<file path="src/rtl/pong_pkg.sv">
// ---------------------------------------------------------------------------
// pong_pkg
// Shared types and constants for the pong game-level control blocks.
//   game_state_t : 2-bit encoding of the game sequencer states
//   SCORE_W      : width of each player score
//   COORD_W      : default width of horizontal coordinates
//   PAUSE_CNT_W  : width of the frame-pause counter (covers up to 255 frames)
//   score_inc    : saturating score increment (sticks at all-ones)
// ---------------------------------------------------------------------------
package pong_pkg;

   localparam int SCORE_W     = 4;
   localparam int COORD_W     = 10;
   localparam int PAUSE_CNT_W = 8;

   typedef enum logic [1:0] {
      IDLE  = 2'd0,
      PLAY  = 2'd1,
      PAUSE = 2'd2,
      OVER  = 2'd3
   } game_state_t;

   // Scores never wrap; at all-ones they stay put.
   function automatic logic [SCORE_W-1:0] score_inc(input logic [SCORE_W-1:0] s);
      return (s == {SCORE_W{1'b1}}) ? s : s + 1'b1;
   endfunction

endpackage

</file>
<file path="src/rtl/pong_game_ctrl_frame_pause_counter.sv">
// ---------------------------------------------------------------------------
// frame_pause_counter
// Counts frame_tick pulses; flags the tick on which the count has reached
// TERM-1 and rolls back to zero on that tick.
// Ports:
//   clk      : clock, rising edge
//   reset    : synchronous active-high reset, count -> 0
//   clear    : synchronous clear, holds count at 0 while high
//   tick     : count enable (one-cycle frame pulse)
//   terminal : high on the tick that completes TERM counted ticks
// ---------------------------------------------------------------------------
module frame_pause_counter
   import pong_pkg::*;
#(
   parameter int W    = PAUSE_CNT_W,
   parameter int TERM = 60
)(
   input  logic clk,
   input  logic reset,
   input  logic clear,
   input  logic tick,
   output logic terminal
);

   logic [W-1:0] count;

   // Terminal is qualified by tick so the owner can act on it directly.
   assign terminal = tick & (count == W'(TERM - 1));

   always_ff @(posedge clk) begin
      if (reset || clear) begin
         count <= '0;
      end else if (terminal) begin
         count <= '0;
      end else if (tick) begin
         count <= count + 1'b1;
      end
   end

endmodule

</file>
<file path="src/rtl/pong_game_ctrl.sv">
// ---------------------------------------------------------------------------
// pong_game_ctrl
// Game-level sequencer: gates ball motion, recentres the ball after each
// point, detects misses at the horizontal borders, keeps both scores and
// stops play once a player reaches WIN_SCORE.
// Ports:
//   CLK_100MHz             : system clock, rising edge
//   Reset                  : synchronous active-high reset
//   frame_tick             : one-cycle pulse per video frame
//   serve_btn              : debounced serve button level
//   BHmin, BHmax           : ball horizontal extent
//   borderHmin, borderHmax : playfield inner horizontal edges
//   ball_run               : ball may move (state PLAY)
//   ball_center            : one-cycle recentre pulse
//   serve_dir              : 0 = serve toward left player, 1 = toward right
//   score_L, score_R       : player scores
//   game_over              : high in state OVER
// Build option:
//   AUTO_SERVE_EN : pause expiry resumes play directly instead of waiting
//                   in IDLE for a serve press.
// ---------------------------------------------------------------------------
module pong_game_ctrl
   import pong_pkg::*;
#(
   parameter int WIN_SCORE    = 7,
   parameter int PAUSE_FRAMES = 60,
   parameter int CW           = COORD_W
)(
   input  logic               CLK_100MHz,
   input  logic               Reset,
   input  logic               frame_tick,
   input  logic               serve_btn,
   input  logic [CW-1:0]      BHmin,
   input  logic [CW-1:0]      BHmax,
   input  logic [CW-1:0]      borderHmin,
   input  logic [CW-1:0]      borderHmax,
   output logic               ball_run,
   output logic               ball_center,
   output logic               serve_dir,
   output logic [SCORE_W-1:0] score_L,
   output logic [SCORE_W-1:0] score_R,
   output logic               game_over
);

   localparam logic [SCORE_W-1:0] WIN = SCORE_W'(WIN_SCORE);

   game_state_t        state, state_nxt;
   logic               serve_btn_q;
   logic               serve_press;
   logic               pause_done;
   logic               pause_clear;
   logic [SCORE_W-1:0] score_l_inc, score_r_inc;
   logic [SCORE_W-1:0] score_l_nxt, score_r_nxt;
   logic               serve_dir_nxt;
   logic               center_nxt;

   // A held button only produces a single serve request.
   assign serve_press = serve_btn & ~serve_btn_q;

   assign score_l_inc = score_inc(score_L);
   assign score_r_inc = score_inc(score_R);

   assign ball_run  = (state == PLAY);
   assign game_over = (state == OVER);

   // The pause counter only runs in PAUSE, so it always starts from zero.
   assign pause_clear = (state != PAUSE);

   frame_pause_counter #(
      .W    (PAUSE_CNT_W),
      .TERM (PAUSE_FRAMES)
   ) u_pause_cnt (
      .clk      (CLK_100MHz),
      .reset    (Reset),
      .clear    (pause_clear),
      .tick     (frame_tick),
      .terminal (pause_done)
   );

   // Next-state and next-score logic. Misses are only judged on frame ticks;
   // the left border is checked first so a ball touching both edges in one
   // tick awards exactly one point, to the right player.
   always_comb begin
      state_nxt     = state;
      score_l_nxt   = score_L;
      score_r_nxt   = score_R;
      serve_dir_nxt = serve_dir;
      center_nxt    = 1'b0;
      case (state)
         IDLE: begin
            if (serve_press) begin
               state_nxt = PLAY;
            end
         end
         PLAY: begin
            if (frame_tick) begin
               if (BHmin <= borderHmin) begin
                  score_r_nxt   = score_r_inc;
                  serve_dir_nxt = 1'b0;
                  center_nxt    = 1'b1;
                  state_nxt     = (score_r_inc == WIN) ? OVER : PAUSE;
               end else if (BHmax >= borderHmax) begin
                  score_l_nxt   = score_l_inc;
                  serve_dir_nxt = 1'b1;
                  center_nxt    = 1'b1;
                  state_nxt     = (score_l_inc == WIN) ? OVER : PAUSE;
               end
            end
         end
         PAUSE: begin
            if (pause_done) begin
`ifdef AUTO_SERVE_EN
               state_nxt = PLAY;
`else
               state_nxt = IDLE;
`endif
            end
         end
         OVER: begin
            if (serve_press) begin
               score_l_nxt   = '0;
               score_r_nxt   = '0;
               serve_dir_nxt = 1'b1;
               center_nxt    = 1'b1;
               state_nxt     = IDLE;
            end
         end
         default: begin
            state_nxt = IDLE;
         end
      endcase
   end

   // State and output registers. Reset leaves ball_center high so the ball
   // is recentred in the first cycle after reset is released.
   always_ff @(posedge CLK_100MHz) begin
      if (Reset) begin
         state       <= IDLE;
         serve_btn_q <= 1'b0;
         score_L     <= '0;
         score_R     <= '0;
         serve_dir   <= 1'b1;
         ball_center <= 1'b1;
      end else begin
         state       <= state_nxt;
         serve_btn_q <= serve_btn;
         score_L     <= score_l_nxt;
         score_R     <= score_r_nxt;
         serve_dir   <= serve_dir_nxt;
         ball_center <= center_nxt;
      end
   end

endmodule
</file>
<file path="config.mk">
export PLATFORM = sky130hd
export DESIGN_NAME = pong_game_ctrl
export DESIGN_NICKNAME = d
export VERILOG_FILES = /design/src/rtl/pong_pkg.sv /design/src/rtl/pong_game_ctrl_frame_pause_counter.sv /design/src/rtl/pong_game_ctrl.sv
export SDC_FILE = /design/constraint.sdc
export NUM_CORES = 1
export LEC_CHECK = 0
export ABC_AREA = 1
export CAP_MARGIN = 40
export CORE_ASPECT_RATIO = 0.75
export CORE_MARGIN = 8
export CORE_UTILIZATION = 51
export CTS_CLUSTER_DIAMETER = 50
export DETAILED_ROUTE_END_ITERATION = 10
export PLACE_DENSITY = 0.86
export SLEW_MARGIN = 20
export SYNTH_ARGS = -nofsm -noshare
export SYNTH_HDL_FRONTEND = slang
export SYNTH_HIERARCHICAL = 1
export SYNTH_SLANG_ARGS = --single-unit
</file>
<file path="constraint.sdc">
create_clock -name CLK_100MHz -period 4.3 [get_ports CLK_100MHz]
set_input_delay 0.86 -clock CLK_100MHz [delete_from_list [all_inputs] [get_ports CLK_100MHz]]
set_output_delay 0.86 -clock CLK_100MHz [all_outputs]
set_load 0.005 [all_outputs]
</file>
Word-level counts from Yosys, hierarchy flattened
Cells that the tools add are included.
{"block": "word_totals", "register_bits": 21, "out_inout_bits": 12}
{"block": "op_classes", "n_addsub": 3, "n_lt_le_gt_ge": 2, "n_eq_ne": 17, "mux": 29, "n_bitwise": 3, "reduce_logical": 8}
{"op": "4-bit 2-to-1 mux", "n": 8}
{"op": "4-bit one-hot mux with 2 select lines", "n": 2}
{"op": "2-bit 2-to-1 mux", "n": 6}
{"op": "10-bit >= comparator", "n": 1}
{"op": "10-bit less-or-equal comparator", "n": 1}
{"op": "1-bit 2-to-1 mux", "n": 10}
{"op": "2-bit inequality test, second input constant", "n": 5}
{"op": "5-bit AND reduction", "n": 2}
{"op": "4-bit by 1-bit adder with 4-bit output, second input constant", "n": 2}
{"op": "8-bit by 1-bit adder with 8-bit output, second input constant", "n": 1}
{"op": "4-bit by 3-bit == test with 1-bit output, second input constant", "n": 2}
{"op": "4-bit == test, second input constant", "n": 2}
{"op": "8-bit by 6-bit == test with 1-bit output, second input constant", "n": 1}
{"op": "2-bit one-hot mux with 4 select lines", "n": 1}
{"op": "4-bit AND reduction", "n": 2}
{"op": "2-bit by 1-bit inequality test with 1-bit output, second input constant", "n": 3}
{"op": "2-bit == test, second input constant", "n": 2}
{"op": "1-bit one-hot mux with 2 select lines", "n": 2}
{"op": "3-bit by 1-bit inequality test with 1-bit output, second input constant", "n": 1}
{"op": "1-bit bitwise AND", "n": 2}
{"op": "2-bit by 1-bit == test with 1-bit output, second input constant", "n": 1}
{"op": "2-bit zero test", "n": 1}
{"op": "2-bit nonzero test", "n": 1}
{"op": "2-bit OR reduction", "n": 1}
{"op": "2 further kinds", "n": 2}

Longest topological paths before layout
Gate-level depths: netlist of the first run.
{"block": "logic_depth", "depth_word": 8, "mapped_depth": 15, "ltp_nobuf": 15}

By module
The synthesis of the first run kept the hierarchy.
{"module": "pong_game_ctrl", "instances": 1, "cells_per_inst": 221, "area_per_inst_um2": 1398.8, "seq_area_each_um2": 260.2}
{"module": "frame_pause_counter", "instances": 1, "cells_per_inst": 56, "area_per_inst_um2": 426.7, "seq_area_each_um2": 160.2}

Worst setup path before layout of the first run
OpenSTA, ideal clock, no wires.
{"block": "synth_timing", "path_type": "input port to flip-flop", "from": "in borderHmin[9]", "to": "reg score_R[2]", "setup_ns": 0.116, "t_arrival_ns": 2.029, "t_required_ns": 4.184, "setup_slack_ns": 2.155, "path_stages": 12, "n_path_buf": 0, "path_cell_list": "inv_1 -> ha_1 -> nand2_2 -> inv_1 -> a21oi_1 -> nand3_2 -> nand2_2 -> inv_2 -> nand2_2 -> nand2_2 -> o21ai_0 -> nor2_1"}
{"block": "synth_between", "elab_chain_cells": 3}
{"item": "start: declaration", "line_no": "pong_game_ctrl.sv:35", "text": "input logic [CW-1:0] borderHmin,"}
{"item": "10-bit less-or-equal comparator", "line_no": "pong_game_ctrl.sv:97", "text": "if (BHmin <= borderHmin) begin"}
{"item": "2-bit by 1-bit inequality test with 1-bit output (no line)"}
{"item": "4-bit AND reduction (no line)"}
{"item": "end signal: assignment", "line_no": "pong_game_ctrl.sv:148", "text": "score_R <= score_r_nxt;"}
{"item": "end: declaration", "line_no": "pong_game_ctrl.sv:41", "text": "output logic [SCORE_W-1:0] score_R,"}
Every way passes these cells.
A chain may end at the register's enable or synchronous reset.

Worst setup path after layout of the first run
{"block": "layout_timing", "from": "in borderHmin[9]", "to": "reg score_R[1]"}
The elaborated chain is that of the path after synthesis.

==> results by group, run 1 <==
Run status
  – Status: finished, final reports clean

Yosys
  – Largest family of logic cells by synthesized area: simple AND/OR/NAND/NOR gates
  – Synth top area cells: dfxtp_1, ha_1, nand2_1
  – Synth area leader: dfxtp_1
  – Post-Synth XOR/XNOR Area: 0.02399
  – Post-Syn Nets: 344
  – Warnings, synthesis: 6
  – Register area share after synthesis: 0.2303
  – Top cell type's share of synthesized area: 0.2303
  – Mapped cell area: 1826 um^2
  – Simple-gate share of the synthesized area: 0.3735
  – Mean post-synth cell area: 6.590 um^2
  – Mux contribution to synthesized area: 0.005483
  – Synth Area in Compound Gates: 0.08979
  – Synth Instances: 277
  – Post-synthesis cell type count: 28
  – Post-Synth Adder-Cell Area: 0.1576
  – #FFs+latches synth: 21

Timing
  – Slew @ Worst Pin: 0.4776 ns
  – RSZ-0062 raised after global routing: false
  – Max-slew violations: 0
  – Fin crit share: 0.5730
  – Slew HR: 0.6806
  – Final worst slack: 1.836 ns
  – Fin. Hold Viols: 0
  – Setup TNS: 0 ns
  – FMAX: 405.9 MHz
  – Clk_skew: 0.009161 ns
  – Min Tclk post-route: 2.464 ns
  – Final setup viols: 0

Setup path
  – Worst-path fanout max: 7
  – CP endpoint kind: flip-flop
  – Worst Path Arrival: 2.67 ns
  – Setup Crit Path Kind: input pin to flip-flop
  – Critical Path Source Type: input pin
  – Required time worst endpoint: 4.51 ns
  – R2R setup slack: 2.62 ns

Finish
  – Layout fillers: 270
  – N_diodes: 0
  – Ratio of cells with drive above 1 in the final layout: 0.1045
  – Layout Nets: 403
  – Most frequent cells in the layout: nand2_1, clkdlybuf4s50_1, inv_1
  – Most common cell after layout, fill and taps aside: nand2_1
  – Area growth, synth to finish: 35.37%

Clock network
  – Cts repair resizes: 0
  – Worst skew pair latency: 0.27 ns
  – # hold bufs at CTS: 0
  – Htree depth: 1
  – Clk root buf: clkbuf_8
  – Clock Tree Buf Depth: 2
  – Post-CTS Setup Inserts: 0
  – CTS Buf Count: 3
  – CTS Sinks: 21
  – TritonCTS clock tree: done
  – Clock Pin Slew Worst Setup and Hold Paths: 0.09 ns

Worst hold path
  – Hold Crit Class: flip-flop to flip-flop

Power
  – Sw frac: 0.3175
  – Leakage Power: 1.152 nW
  – Internal: 0.3668 mW
  – Peak supply drop: 0.1558 mV
  – Switch Pwr: 0.1707 mW
  – P per Cell Area: 217.5 nW/um^2
  – Design Power: 0.5374 mW
  – Clock power share: 0.254
  – Comb pwr share: 0.344
  – Sequential share of power: 0.402

Global routing
  – Global-route wire length before repair: 7.238 mm
  – Vias in the first global route: 1644
  – Initial antenna violation count: 0
  – Total track usage: 0.1538
  – Gr ovfl total: 0
  – Pin count of the biggest net entering global routing: 14

Die
  – Site Rows: 18
  – Die width: 85.09 um
  – DIE HEIGHT: 67.81 um
  – Initial core utilization: 0.5440
  – Full die area: 5770 um^2
  – Core area: 3356 um^2
  – Ports: 56

Placed design
  – PortBufs: 55
  – GPL Wtd Cong: 0.7519
  – Setup WS pre-CTS: 1.553 ns
  – HPWL Detailed: 3.504 mm

Drt
  – Routed WL per cell: 11.26 um
  – Via count: 1788
  – DRC violation total after the first TritonRoute iteration: 34
  – Post-route DRC violation count: 0
  – Final ANT Viol Nets: 0
  – Met2 routed WL: 1.917 mm
  – Met1 Routed Length: 2.064 mm
  – Via density per instance: 4.768
  – Post-Route WL: 4.222 mm
  – Drt first pass iters: 4
  – Metal3 WL: 208 um
  – Highest metal used: met4

Job
  – Max-cap violations: 0
-- routing by layer --
layer	vias up	GRT usage
li1	984	-
met4	0	0.03753
met3	5	0.04665
met5	-	0
met1	769	0.1866
met2	30	0.2641
-- Yosys cell counts, drive strengths merged --
master,n
dfxtp,21
clkinv,2
inv,55
or2,1
o22ai,1
nand2,76
nor2,38
xor2,2
ha,23
nand3,19
xnor2,3
nand4,4
a21oi,14
o21ai,10
clkbuf,1
nor3,5
a21o,1
mux2i,1
-- through the flow --
step	hold slack (ns)	area, um^2	instances	utilization
6_report	0.4723	2471	375	0.7364
5_1_grt	0.5161	2471	375	0.7364
4_1_cts	0.4741	2471	375	0.7364
3_5_place_dp	0.4632	2422	371	0.7218
3_3_place_gp	0.4589	2422	371	0.7218
2_1_floorplan	0.4479	1826	277	-
-- flip-flops by register name, indices dropped and copies added (netlist names) --
register and cells:
u_pause_cnt/count 8, score_L 4, score_R 4, state 2, ball_center 1, serve_btn_q 1
serve_dir 1
-- final cells by class --
| type | count | area [um^2] | area share |
|---|---|---|---|
| well taps | 40 | 50.05 | 0.02025 |
| multi-input cells | 198 | 1187 | 0.4805 |
| repair buffers | 55 | 550.5 | 0.2228 |
| clock buffers | 3 | 41.29 | 0.01671 |
| flip-flops and latches | 21 | 420.4 | 0.1701 |
| inverters | 57 | 214.0 | 0.08658 |
| clock inverters | 1 | 7.507 | 0.003038 |
-- power groups by stage --
stage	combinational, mW	sequential [mW]	clock (mW)
CTS	0.186	0.216	0.140
floorplan	0.107	0.219	0
global placement	0.182	0.220	0
finish	0.185	0.216	0.136
global route	0.210	0.218	0.152
detailed placement	0.185	0.220	0
-- kinds of logic after synthesis --
| logic type | count (synthesis) |
|---|---|
| AND/OR/NAND/NOR | 143 |
| buffers and inverters | 58 |
| AO/OA/AOI/OAI | 26 |
| adder cells (fa/ha/maj) | 23 |
| flip-flops | 21 |
| XOR/XNOR | 5 |
| multiplexers | 1 |
-- critical path, stage by stage --
cell and delay (ns):
clkdlybuf4s50_1 0.45, inv_1 0.04, ha_1 0.29, nand2_2 0.10, inv_1 0.04, a21oi_1 0.17, nand3_2 0.12, nand2_2 0.12
inv_2 0.05, nand2_2 0.05, nand2_2 0.11, inv_2 0.09, nand3_2 0.06, a21oi_2 0.11
-- path summary, 6_finish.rpt --
path / from / to / cells after the start
hold / removal: u_pause_cnt/count[7] / u_pause_cnt/count[7] / 2
setup / recovery: borderHmin[9] / score_R[1] / 14
setup reg to reg: score_L[0] / state[0] / 11
hold reg to reg: u_pause_cnt/count[7] / u_pause_cnt/count[7] / 2
No activity file was read; power rests on OpenSTA's default activity.
==> inputs of run 2 (changes only) <==
--- a/config.mk
+++ b/config.mk
@@ -9,10 +9,10 @@
 export CAP_MARGIN = 40
 export CORE_ASPECT_RATIO = 0.75
 export CORE_MARGIN = 8
-export CORE_UTILIZATION = 51
+export CORE_UTILIZATION = 47
 export CTS_CLUSTER_DIAMETER = 50
 export DETAILED_ROUTE_END_ITERATION = 10
-export PLACE_DENSITY = 0.86
+export PLACE_DENSITY = 0.8
 export SLEW_MARGIN = 20
 export SYNTH_ARGS = -nofsm -noshare
 export SYNTH_HDL_FRONTEND = slang
==> constraint.sdc (replaced) <==
create_clock -name CLK_100MHz -period 2.35 [get_ports CLK_100MHz]
set_input_delay 0.47 -clock CLK_100MHz [delete_from_list [all_inputs] [get_ports CLK_100MHz]]
set_output_delay 0.47 -clock CLK_100MHz [all_outputs]
set_load 0.005 [all_outputs]
==> results by group, run 2 (synthesis gave the netlist of run 1 again) <==
Finish
  – Largest register by flop count: u_pause_cnt/count (unchanged)
  – Most common cell after layout, fill and taps aside: nand2_1 (unchanged)
  – N_diodes: 0 (unchanged)
  – Layout fillers: 336 (was 270)
  – Reg area: 420.4 um^2 (unchanged)
  – Most frequent cells in the layout: nand2_1, clkdlybuf4s50_1, inv_1 (unchanged)
  – Biggest regs: u_pause_cnt/count x8, score_L x4, score_R x4 (unchanged)
  – Area growth, synth to finish: 36.87% (was 35.37%)
  – Layout Nets: 405 (was 403)
  – Number of flip-flops in the largest register: 8 (unchanged)
  – Ratio of cells with drive above 1 in the final layout: 0.1098 (was 0.1045)
  – Multi-input logic area: 1187 um^2 (unchanged)
  – Cell area after layout: 2499 um^2 (was 2471 um^2)

Die
  – Core area: 3685 um^2 (was 3356 um^2)
  – Initial core utilization: 0.4954 (was 0.5440)
  – Full die area: 6155 um^2 (was 5770 um^2)
  – Ports: 56 (unchanged)
  – DIE HEIGHT: 69.97 um (was 67.81 um)
  – Die width: 87.97 um (was 85.09 um)
  – Site Rows: 19 (was 18)

Placed design
  – HPWL Detailed: 3.705 mm (was 3.504 mm)
  – GPL Wtd Cong: 0.8350 (was 0.7519)
  – Post-DP Area: 2452 um^2 (was 2422 um^2)
  – PortBufs: 55 (unchanged)

Power
  – Leakage Power: 1.166 nW (was 1.152 nW)
  – Design Power: 0.9766 mW (was 0.5374 mW)
  – Peak supply drop: 0.4095 mV (was 0.1558 mV)
  – P per Cell Area: 390.8 nW/um^2 (was 217.5 nW/um^2)

Drt
  – Via density per instance: 4.674 (was 4.768)
  – Final ANT Viol Nets: 0 (unchanged)
  – DRC violation total after the first TritonRoute iteration: 106 (was 34)
  – Via count: 1818 (was 1788)
  – Drt first pass iters: 4 (unchanged)
  – Post-route DRC violation count: 0 (unchanged)
  – Post-Route WL: 4.269 mm (was 4.222 mm)
  – Routed WL per cell: 10.97 um (was 11.26 um)

Global routing
  – Grt peak-use layer: met2 (unchanged)
  – Pin count of the biggest net entering global routing: 13 (was 14)
  – Met2 usage: 0.2317 (was 0.2641)
  – Vias in the first global route: 1640 (was 1644)
  – Global-route wire length before repair: 7.265 mm (was 7.238 mm)
  – Gr ovfl total: 0 (unchanged)
  – M3 GR Usage: 0.03855 (was 0.04665)
  – Initial antenna violation count: 0 (unchanged)
  – Total track usage: 0.1416 (was 0.1538)
  – Met1 Usage GRT: 0.1827 (was 0.1866)

Timing
  – Fin. Hold Viols: 0 (unchanged)
  – Slew @ Worst Pin: 0.4777 ns (was 0.4776 ns)
  – FMAX: 480.8 MHz
  – Final setup viols: 0 (unchanged)
  – Max-slew violations: 0 (unchanged)
  – Setup TNS: 0 ns (unchanged)
  – Min Tclk post-route: 2.080 ns
  – Slew HR: 0.6805 (was 0.6806)
  – RSZ-0062 raised after global routing: false (unchanged)
  – Fin crit share: 0.8851
  – Clk_skew: 0.002684 ns (was 0.009161 ns)

Setup path
  – R2R setup slack: 0.68 ns (was 2.62 ns)
  – Required time worst endpoint: 2.54 ns (was 4.51 ns)
  – Worst Path Arrival: 2.27 ns (was 2.67 ns)
  – CP endpoint kind: flip-flop (unchanged)
  – Setup Crit Path Kind: input pin to flip-flop (unchanged)
  – Worst-path fanout max: 7 (unchanged)
  – Worst R2R Path Depth: 11 (unchanged)
  – Critical Path Source Type: input pin (unchanged)

Clock network
  – Clock Pin Slew Worst Setup and Hold Paths: 0.08 ns (was 0.09 ns)
  – Cts repair resizes: 0 (unchanged)
  – CTS Buf Count: 3 (unchanged)
  – Clk root buf: clkbuf_8 (unchanged)
  – Post-CTS Setup Inserts: 0 (unchanged)
  – TritonCTS clock tree: done (unchanged)
  – Clock Tree Buf Depth: 2 (unchanged)
  – Worst skew pair latency: 0.26 ns (was 0.27 ns)
  – Htree depth: 1 (unchanged)
  – # hold bufs at CTS: 0 (unchanged)
  – CTS Sinks: 21 (unchanged)

Run status
  – Status: finished, final reports clean (unchanged)

Job
  – Max-cap violations: 0 (unchanged)

Worst hold path
  – Hold Crit Class: flip-flop to flip-flop (unchanged)
  – Hold Path Stages: 2 (unchanged)
run 2: cell count changes in the layout (fill, tap and decap cells not counted):
cell	delta
clkinv_2	+1
clkinvlp_4	-1
buf_4	+2
run 2: area by class of cell:
type	count	share of cell area
flip-flops and latches	21	0.1683
clock inverters	1	0.002003
inverters	57	0.08563
well taps	52	0.02604
clock buffers	3	0.01652
multi-input cells	198	0.4752
repair buffers	57	0.2263
run 2: worst paths after layout:
kind	startpoint	to
setup / recovery	borderHmin[9]	score_R[1]
setup reg to reg	score_L[0]	state[0]
hold reg to reg	u_pause_cnt/count[7]	u_pause_cnt/count[7]
hold / removal	u_pause_cnt/count[7]	u_pause_cnt/count[7]
run 2: metrics by stage:
step	setup WS, ns	instances	util	hold slack [ns]
floorplan	0.5953	277	-	0.4479
global placement	0.03880	385	0.6655	0.4543
detailed placement	-0.02385	385	0.6655	0.4636
CTS	0.2651	389	0.6781	0.4764
global route	0.1436	389	0.6781	0.4939
finish	0.2699	389	0.6781	0.4766
run 2: worst max-delay path, cell delays in order:
cell and delay (ns):
clkdlybuf4s50_1 0.46, inv_1 0.04, ha_1 0.29, nand2_2 0.10, inv_1 0.04, a21oi_1 0.17, nand3_2 0.13, nand2_2 0.13
inv_2 0.06, nand2_2 0.05, nand2_2 0.09, inv_2 0.08, nand3_2 0.06, a21oi_2 0.11
run 2: power breakdown:
group | total, mW | switching (mW) | leakage (nW) | internal [mW]
clock | 0.236 | 0.118 | 0.0255 | 0.118
sequential | 0.395 | 0.0206 | 0.171 | 0.375
combinational | 0.345 | 0.166 | 0.969 | 0.178
total | 0.977 | 0.305 | 1.17 | 0.671
run 2: metal layers:
metal,part of all wire,wire (um)
met4,0,0
met1,0.48,2042
met2,0.46,1960
met5,0,0
met3,0.062,265
==> inputs of run 3 (changes only) <==
--- a/config.mk
+++ b/config.mk
@@ -12,7 +12,8 @@
 export CORE_UTILIZATION = 47
 export CTS_CLUSTER_DIAMETER = 50
 export DETAILED_ROUTE_END_ITERATION = 10
-export PLACE_DENSITY = 0.8
+export PLACE_DENSITY = 0.83
+export SKIP_LAST_GASP = 1
 export SLEW_MARGIN = 20
 export SYNTH_ARGS = -nofsm -noshare
 export SYNTH_HDL_FRONTEND = slang
==> results by group, run 3 (synthesis gave the netlist of run 1 again) <==
Setup path
  – Reg2Reg Launch Point: score_L[0] (unchanged)
  – Setup Crit Path Kind: input pin to flip-flop (unchanged)
  – CP endpoint kind: flip-flop (unchanged)
  – R2R setup slack: 0.66 ns (was 0.68 ns)
  – Reg2reg end: state[0] (unchanged)
  – Worst-path fanout max: 7 (unchanged)
  – Critical path origin: borderHmax[9] (was borderHmin[9])
  – Critical Path Source Type: input pin (unchanged)
  – Required time worst endpoint: 2.48 ns (was 2.54 ns)
  – Worst Path Arrival: 2.23 ns (was 2.27 ns)
  – Capture point of the worst path: score_L[2] (was score_R[1])
  – Worst R2R Path Depth: 12 (was 11)

Power
  – Peak supply drop: 0.4457 mV (was 0.4095 mV)
  – Leakage Power: 1.166 nW (unchanged)
  – P per Cell Area: 388.7 nW/um^2 (was 390.8 nW/um^2)
  – Design Power: 0.9712 mW (was 0.9766 mW)

Finish
  – Most common cell after layout, fill and taps aside: nand2_1 (unchanged)
  – Largest register by flop count: u_pause_cnt/count (unchanged)
  – Ratio of cells with drive above 1 in the final layout: 0.1098 (unchanged)
  – Number of flip-flops in the largest register: 8 (unchanged)
  – Biggest regs: u_pause_cnt/count x8, score_L x4, score_R x4 (unchanged)
  – Layout fillers: 319 (was 336)
  – N_diodes: 0 (unchanged)
  – Layout Nets: 405 (unchanged)
  – Area growth, synth to finish: 36.87% (unchanged)
  – Most frequent cells in the layout: nand2_1, clkdlybuf4s50_1, inv_1 (unchanged)
  – Cell area after layout: 2499 um^2 (unchanged)
  – Finished Core Util: 0.6781 (unchanged)

Timing
  – Fin. Hold Viols: 0 (unchanged)
  – Clk_skew: 0.001584 ns (was 0.002684 ns)
  – Min Tclk post-route: 2.099 ns (was 2.080 ns)
  – Slew HR: 0.6738 (was 0.6805)
  – Setup TNS: 0 ns (unchanged)
  – Fin crit share: 0.8933 (was 0.8851)
  – Slew @ Worst Pin: 0.4877 ns (was 0.4777 ns)
  – Final setup viols: 0 (unchanged)
  – RSZ-0062 raised after global routing: false (unchanged)
  – Worst hold slack: 0.4774 ns (was 0.4766 ns)
  – Max-slew violations: 0 (unchanged)
  – FMAX: 476.4 MHz (was 480.8 MHz)

Die
  – Core area: 3685 um^2 (unchanged)
  – Ports: 56 (unchanged)
  – DIE HEIGHT: 69.97 um (unchanged)
  – Site Rows: 19 (unchanged)
  – Initial core utilization: 0.4954 (unchanged)
  – Die width: 87.97 um (unchanged)
  – Full die area: 6155 um^2 (unchanged)

Drt
  – Via count: 1838 (was 1818)
  – DRC violation total after the first TritonRoute iteration: 86 (was 106)
  – Drt first pass iters: 4 (unchanged)
  – Via density per instance: 4.725 (was 4.674)
  – Post-route DRC violation count: 0 (unchanged)
  – Routed WL per cell: 10.89 um (was 10.97 um)
  – Post-Route WL: 4.238 mm (was 4.269 mm)
  – Final ANT Viol Nets: 0 (unchanged)

Global routing
  – Global-route wire length before repair: 7.424 mm (was 7.265 mm)
  – Total track usage: 0.1429 (was 0.1416)
  – Initial antenna violation count: 0 (unchanged)
  – Gr ovfl total: 0 (unchanged)
  – Pin count of the biggest net entering global routing: 13 (unchanged)
  – Vias in the first global route: 1761 (was 1640)

Clock network
  – Cts repair resizes: 0 (unchanged)
  – Post-CTS Setup Inserts: 0 (unchanged)
  – Worst skew pair latency: 0.26 ns (about the same)
  – CTS Sinks: 21 (unchanged)
  – Htree depth: 1 (unchanged)
  – Clk root buf: clkbuf_8 (unchanged)
  – CTS Buf Count: 3 (unchanged)
  – Clock Tree Buf Depth: 2 (unchanged)
  – # hold bufs at CTS: 0 (unchanged)
  – TritonCTS clock tree: done (unchanged)
  – Clock Pin Slew Worst Setup and Hold Paths: 0.07 ns (was 0.08 ns)

Placed design
  – GPL Wtd Cong: 0.8213 (was 0.8350)
  – HPWL Detailed: 3.692 mm (was 3.705 mm)
  – Post-DP Area: 2452 um^2 (unchanged)
  – PortBufs: 55 (unchanged)

Worst hold path
  – Hold Crit Class: flip-flop to flip-flop (unchanged)

Run status
  – Status: finished, final reports clean (unchanged)

Job
  – Max-cap violations: 0 (unchanged)
==> run 3: cell counts in the layout (fill, tap and decap cells not counted) <==
Identical to the previous run, type by type.
==> run 3: worst min-delay path by stage <==
| stage | slack, ns | to | start | depth (start not counted) |
|---|---|---|---|---|
| floorplan | 0.45 | u_pause_cnt/count[7] | u_pause_cnt/count[7] | 2 |
| global placement | 0.45 | u_pause_cnt/count[7] | u_pause_cnt/count[7] | 2 |
| detailed placement | 0.48 | u_pause_cnt/count[7] | u_pause_cnt/count[7] | 2 |
| CTS | 0.48 | u_pause_cnt/count[7] | u_pause_cnt/count[7] | 2 |
| global route | 0.50 | u_pause_cnt/count[7] | u_pause_cnt/count[7] | 2 |
| finish | 0.48 | u_pause_cnt/count[7] | u_pause_cnt/count[7] | 2 |
==> run 3: worst max-delay path, stage by stage <==
cell,delay [ns]
clkdlybuf4s50_1,0.46
inv_1,0.04
ha_1,0.28
nand2_1,0.08
nor2_1,0.13
nand2_1,0.07
nor2_1,0.11
nor2_2,0.09
o21ai_4,0.21
nand2_4,0.10
o21ai_1,0.14
nor2_1,0.05
==> run 3: layout make-up <==
type / instances / area, um^2 / area share
Clock buffer: 3 / 41.29 / 0.01652
Clock inverter: 1 / 5.005 / 0.002003
Inverter: 57 / 214.0 / 0.08563
Multi-Input combinational cell: 198 / 1187 / 0.4752
Sequential cell: 21 / 420.4 / 0.1683
Tap cell: 52 / 65.06 / 0.02604
Timing Repair Buffer: 57 / 565.5 / 0.2263
==> run 3: routing by layer <==
metal  vias to the layer above  GRT usage  share of wire
li1                        985          -              -
met1                       801     0.1822           0.48
met5                         -          0              0
met4                         0    0.01901         0.0033
met2                        50     0.2392           0.45
met3                         2    0.03388          0.066
==> run 3: power breakdown <==
part	internal [mW]	switching, mW	total [mW]
sequential	0.375	0.0206	0.395
clock	0.118	0.114	0.232
combinational	0.178	0.166	0.344
==> run 3: per-stage QoR <==
stage / cells / worst slack, ns
after global routing: 389 / 0.08634
after detailed placement: 385 / -0.009525
after floorplan: 277 / 0.5953
after CTS: 389 / 0.2582
final: 389 / 0.2508
after global placement: 385 / 0.02395
